### src/rtl/lab6_sample_feeder.sv
// Host-loaded sample memory that drives the lab 6 datapath irdy/din handshake and stores each dout.
// One sample per ISSUE + WAIT window; din stays stable until the ordy rising edge. A stalled datapath is abandoned after TIMEOUT WAIT cycles.
module lab6_sample_feeder #(
  parameter int W       = 10,
  parameter int DEPTH   = 8,
  parameter int AW      = 3,
  parameter int TIMEOUT = 16
) (
  input  logic          clk,
  input  logic          reset,
  input  logic          wr_en,
  input  logic [AW-1:0] wr_addr,
  input  logic [W-1:0]  wr_data,
  input  logic          start,
  input  logic [AW:0]   count,
  output logic          irdy,
  output logic [W-1:0]  din,
  input  logic          ordy,
  input  logic [W-1:0]  dout,
  input  logic [AW-1:0] rd_addr,
  output logic [W-1:0]  rd_data,
  output logic          busy,
  output logic          done,
  output logic          err,
  output logic [AW:0]   n_done
);

  localparam int          TW      = $clog2(TIMEOUT + 1);
  localparam logic [TW-1:0] TMO_MAX = TW'(TIMEOUT - 1);
  localparam logic [AW:0] DEPTH_C = (AW+1)'(DEPTH);

  typedef enum logic [1:0] {
    S_IDLE,
    S_ISSUE,
    S_WAIT,
    S_DONE
  } state_t;

  state_t        state_q, state_d;
  logic [AW:0]   cnt_q, cnt_d;
  logic [AW:0]   idx_q, idx_d;
  logic [AW:0]   idx_nxt;
  logic [TW-1:0] tmo_q, tmo_d;
  logic          ordy_q, ordy_d;
  logic          irdy_q, irdy_d;
  logic [W-1:0]  din_q, din_d;
  logic          done_q, done_d;
  logic          err_q, err_d;
  logic [AW:0]   n_done_q, n_done_d;

  logic [W-1:0]  in_mem  [DEPTH];
  logic [W-1:0]  res_mem [DEPTH];

  logic          rise;
  logic          in_we;
  logic          res_we;

  assign rise    = ordy & ~ordy_q;
  assign idx_nxt = idx_q + 1'b1;
  assign in_we   = wr_en & (state_q == S_IDLE) & ~reset;

  always_comb begin
    state_d  = state_q;
    cnt_d    = cnt_q;
    idx_d    = idx_q;
    tmo_d    = tmo_q;
    ordy_d   = ordy;
    irdy_d   = 1'b0;
    din_d    = din_q;
    done_d   = 1'b0;
    err_d    = err_q;
    n_done_d = n_done_q;
    res_we   = 1'b0;

    case (state_q)
      S_IDLE: begin
        if (start) begin
          cnt_d    = (count > DEPTH_C) ? DEPTH_C : count;
          err_d    = 1'b0;
          n_done_d = '0;
          idx_d    = '0;
          if (cnt_d == '0) begin
            state_d = S_DONE;
            done_d  = 1'b1;
          end else begin
            state_d = S_ISSUE;
            irdy_d  = 1'b1;
            din_d   = in_mem[0];
          end
        end
      end

      S_ISSUE: begin
        state_d = S_WAIT;
        tmo_d   = '0;
      end

      S_WAIT: begin
        if (rise) begin
          res_we   = ~reset;
          n_done_d = n_done_q + 1'b1;
          idx_d    = idx_nxt;
          if (idx_nxt == cnt_q) begin
            state_d = S_DONE;
            done_d  = 1'b1;
          end else begin
            // din is loaded together with irdy and then left alone for the whole window
            state_d = S_ISSUE;
            irdy_d  = 1'b1;
            din_d   = in_mem[idx_nxt[AW-1:0]];
          end
        end else if (tmo_q == TMO_MAX) begin
          err_d   = 1'b1;
          state_d = S_DONE;
          done_d  = 1'b1;
        end else begin
          tmo_d = tmo_q + 1'b1;
        end
      end

      S_DONE: begin
        state_d = S_IDLE;
      end

      default: begin
        state_d = S_IDLE;
      end
    endcase
  end

  always_ff @(posedge clk) begin
    if (reset) begin
      state_q  <= S_IDLE;
      cnt_q    <= '0;
      idx_q    <= '0;
      tmo_q    <= '0;
      ordy_q   <= 1'b0;
      irdy_q   <= 1'b0;
      din_q    <= '0;
      done_q   <= 1'b0;
      err_q    <= 1'b0;
      n_done_q <= '0;
    end else begin
      state_q  <= state_d;
      cnt_q    <= cnt_d;
      idx_q    <= idx_d;
      tmo_q    <= tmo_d;
      ordy_q   <= ordy_d;
      irdy_q   <= irdy_d;
      din_q    <= din_d;
      done_q   <= done_d;
      err_q    <= err_d;
      n_done_q <= n_done_d;
    end
  end

  // Memories are deliberately left out of reset so results survive an aborted run
  always_ff @(posedge clk) begin
    if (in_we) begin
      in_mem[wr_addr] <= wr_data;
    end
    if (res_we) begin
      res_mem[idx_q[AW-1:0]] <= dout;
    end
  end

  assign irdy    = irdy_q;
  assign din     = din_q;
  assign done    = done_q;
  assign err     = err_q;
  assign n_done  = n_done_q;
  assign busy    = (state_q != S_IDLE);
  assign rd_data = res_mem[rd_addr];

endmodule

### config.mk
export PLATFORM = sky130hd
export DESIGN_NAME = lab6_sample_feeder
export DESIGN_NICKNAME = d
export VERILOG_FILES = /design/src/rtl/lab6_sample_feeder.sv
export SDC_FILE = /design/constraint.sdc
export NUM_CORES = 1
export LEC_CHECK = 0
export ABC_AREA = 1
export BUFFER_PORTS_ARGS = -buffer_cell sky130_fd_sc_hd__buf_4
export CORE_MARGIN = 10
export CORE_UTILIZATION = 45
export DETAILED_ROUTE_END_ITERATION = 8
export SYNTH_ARGS = -nofsm -noshare
export SYNTH_HDL_FRONTEND = slang
export SYNTH_SLANG_ARGS = --single-unit
### constraint.sdc
create_clock -name clk -period 5.55 [get_ports clk]
set_input_delay 1.11 -clock clk [delete_from_list [all_inputs] [get_ports clk]]
set_output_delay 1.11 -clock clk [all_outputs]
set_load 0.03 [all_outputs]
Word level (Yosys, flattened, before mapping)
Memories as Yosys holds them, arrays and structs flattened.
Index checks and enable logic that the tools add are counted.

storage, ports and cells
  bits in writable memories = 160
  output and inout port bits = 28
  bits in registers = 33
  input port bits = 35
  logic and storage cells = 86
  memories kept = 2

memory list
  memory   words  width  rd ports  clocked after memory_dff  wr ports  line  text
  in_mem   8      10     2         0                         1         51    logic [W-1:0] in_mem [DEPTH];
  res_mem  8      10     1         0                         1         52    logic [W-1:0] res_mem [DEPTH];

operators by class
  eq/ne operators = 13
  reduce and logical (&&, ||, !) cells = 11
  bitwise operators = 5
  order comparisons = 1
  multiplexer cells = 41
  add/subtract/negate cells = 3

operator list
  cell                 number
  $mux 10              4
  $pmux 10 s2          1
  $mux 1               18
  $mux 4               4
  $pmux 4 s2           2
  $ne 2x2->1 const B   7
  $mux 2               5
  $mux 5               2
  $pmux 5 s2           1
  $add 4x1->4 const B  2
  $pmux 2 s4           1
  $pmux 1 s2           3
  $reduce_and 3->1     2
  $reduce_bool 2->1    3
  $add 5x1->5 const B  1
  $eq 5x4->1 const B   1
  $reduce_and 5->1     1
  $eq 2x2->1 const B   2
  $eq 4x4->1           1
  $gt 4x4->1 const B   1
  $logic_not 4->1      1
  $reduce_and 2->1     2
  $reduce_and 4->1     1
  $and 1x1->1          3
  other kinds (4)      5

Longest topological paths before layout
  depth in word-level cells = 6
  mapped depth = 12
  gate-level depth less buffers = 12

Worst setup path after synthesis
OpenSTA, ideal clock, no wires.

  kind = input-to-output
  start = input rd_addr[0]
  end = output rd_data[0]
  stages on the path = 6
  path slack = 2,222 ps
  arrival time = 2,218 ps
  cell sequence = inv_2 clkbuf_1 nor2_1 o22ai_1 nor2_1 a31oi_1

between the ends
  longest elaborated chain between the ends = 1

RTL lines
  what             line  text
  start, declared  20    input logic [AW-1:0] rd_addr,
  $mem_v2 8x10     n/a
  end, declared    21    output logic [W-1:0] rd_data,

No other way between the ends.

Worst setup path in the final report
  start = input rd_addr[0]
  end = output rd_data[5]

Same word-level chain as after synthesis.

==> impl_metrics.json <==
{
  "relSlewSlack": 0.1946,
  "seq_area_sq_um": 5465,
  "finalWorstSetupSlack_ns": 1.916,
  "dr.pass1.iters": 5,
  "crit_buf_inv": 3,
  "cts_tree": "yes",
  "grt_start_max_net_pins": 49,
  "cts_setup_buffers": 0,
  "power.total_w": 0.003148,
  "powerDensity_nw_per_um2": 333.1,
  "worst_ir_drop_vdd_mv": 0.2288,
  "fin_nets": 887,
  "core_sq_um": 17900,
  "critPathKind": "primary input to primary output",
  "clk_latency_ns": 0.43,
  "cts-resized-gates": 0,
  "grt_pass1_vias": 5440,
  "antenna_cells": 0,
  "setup_viol": 0,
  "drt_iter0_drc": 462,
  "synth_area_leaders": "edfxtp_1, dfxtp_1, nand2_1",
  "cts.sinks": 193,
  "wire_per_inst_um": 16.75,
  "finClkSkew_ns": 0.01324,
  "holdBufCountCts": 0,
  "synth_area_sq_um": 8142,
  "pre_cts_ws_ns": 1.936,
  "placementRows": 49,
  "fmax_ghz": 0.2752,
  "p_leak_nw": 3.664,
  "cts_buffers": 17,
  "cts_htree_levels": 4,
  "synth_top_area_share": 0.5901,
  "io-pin-count": 63,
  "grt_pass1_wl_mm": 28.87,
  "synth.avg_cell_area_sq_um": 10.35,
  "synth.net_count": 826,
  "hold_class": "register to register",
  "synth_seq_cells": 193,
  "antenna_found_initial": 0,
  "cts-root-buf": "clkbuf_16",
  "synthCells": 787,
  "gr-usage-all-layers": 0.1531,
  "viasPerCell": 5.142,
  "ys_types": 35,
  "worstPathArrival_ns": 2.52,
  "cts_max_path_buffers": 2,
  "finalHoldViolCount": 0,
  "startpoint_type": "primary input",
  "dp_hpwl_mm": 12.69,
  "worst_path_most_repeated_cell": "buf_4",
  "grt_overflow": 0,
  "post-route-util": 0.5280,
  "grt_use_met3": 0.03411,
  "fillers": 1531,
  "clk_pin_slew_ns": 0.06,
  "gr-usage-met1": 0.1762,
  "drc": 0,
  "cp_slowest_stage_delay_ns": 0.43,
  "dieWidth_um": 154.5,
  "worstPathMaxFanout": 41,
  "outcome": "finished, final reports clean",
  "max-cap-violations": 0,
  "critical-path-top-delay-family": "buffers and inverters",
  "worst_slew_pin_slew_ns": 1.204,
  "yosysTopAreaCell": "edfxtp_1",
  "rsz0062_at_grt": "false",
  "postPlaceCellArea_sq_um": 8831,
  "synthToLayoutAreaGrowth_pct": 16.11,
  "ant_nets": 0,
  "ys_seq_area_frac": 0.6713,
  "multi_input_area_sq_um": 2255,
  "drt-total-wl_mm": 18.25,
  "final_area_sq_um": 9453,
  "fp.dieH_um": 154.5,
  "cpMaxStageDelayCell": "inv_2",
  "synth_warnings": 0,
  "portBuffers": 62,
  "grt-busiest-layer": "met2",
  "met2_usage": 0.2732,
  "fin_crit_ns": 3.634,
  "crit_path_cell_trace": "buf_4 -> inv_2 -> o21ai_0 -> o22ai_1 -> nor2_1 -> a31oi_1 -> buf_4",
  "end_kind": "primary output",
  "num_vias": 5605,
  "start_util": 0.4548,
  "slew_viol_final": 0,
  "gp_congestion": 0.9223,
  "tns_ns": 0,
  "critPathRequiredTime_ns": 4.44,
  "dieArea_sq_um": 23870,
  "drive_gt1_frac": 0.1614,
  "period_share": 0.6548
}
[cells in the mapped netlist, drive strengths merged]
library cell	n
nand2	171
edfxtp	160
nor2	150
inv	68
o21ai	60
nand3	43
dfxtp	33
a21oi	20
buf	17
clkbuf	16
o22ai	11
a31oi	10
nor3	10
nand4	5
ha	4
a211oi	2
o31ai	2
xor2	2
clkinv	1
o32ai	1
or2	1
[worst min-delay path: cells and delay by family (launching register included)]
kind	cells	cell delay, ns
AOI/OAI and AO/OA	1	0.06
DFF	1	0.32
buffers and inverters	1	0.05
[cell usage in the layout (no fill, tap or decap), drive strengths merged]
cell type  synthesis  final
nand4              5      5
clkbuf            16     18
or2                1      1
a31oi             10     10
dfxtp             33     33
o21ai             60     60
o32ai              1      1
nand3             43     43
nor2             150    150
nand2            171    171
edfxtp           160    160
inv               68     74
a21oi             20     20
ha                 4      4
xor2               2      2
a211oi             2      2
clkinv             1      6
buf               17     75
bufinv             0      3
nor3              10     10
o22ai             11     11
o31ai              2      2
[path summary, 6_finish.rpt]
check	startpoint	endpoint	slack, ns	depth (start not counted)
setup / recovery	rd_addr[0]	rd_data[5]	1.92	7
hold / removal	err	err	0.47	2
setup reg to reg	idx_q[1]	din[3]	2.72	10
hold reg to reg	err	err	0.47	2
[registers in the layout, indices dropped and copies added, names as in the netlist]
| signal | count |
|---|---|
| in_mem | 80 |
| res_mem | 80 |
| din | 10 |
| tmo_q | 5 |
| cnt_q | 4 |
| idx_q | 4 |
| n_done | 4 |
| state_q | 2 |
| done | 1 |
| err | 1 |
| irdy | 1 |
| ordy_q | 1 |
[per-stage QoR]
step,hold WS (ns),instances
after global placement,0.4427,1058
after detailed placement,0.4607,1058
after CTS,0.4709,1090
after floorplan,0.4441,787
final,0.4750,1090
after global routing,0.5089,1090
[layer usage]
layer | part of all wire | wire length (um)
met4 | 0.020 | 370
met3 | 0.050 | 910
met5 | 0 | 0
met2 | 0.51 | 9328
met1 | 0.42 | 7643
[power by group]
part	internal [W]	total [W]	switching [W]
logic	0.0000886	0.000269	0.000181
registers	0.00159	0.00161	0.0000170
clock network	0.000726	0.00127	0.000546
[final cells by class]
class	count	area share
multi-input combinational	492	0.2385
tap	229	0.03031
inverter	69	0.02766
sequential	193	0.5782
timing repair buffer	75	0.05956
clock inverter	14	0.02038
clock buffer	18	0.04540
[cells by family (layout without fill, tap and decap cells)]
kind of cell | Yosys count | in the layout | synth area share
adder cells (fa/ha/maj) | 4 | 4 | 0.006147
buffers and inverters | 102 | 176 | 0.05179
AND/OR/NAND/NOR | 380 | 380 | 0.1976
AO/OA/AOI/OAI | 106 | 106 | 0.07100
flip-flops | 193 | 193 | 0.6713
XOR/XNOR | 2 | 2 | 0.002152
No activity file was read; power rests on OpenSTA's default activity.
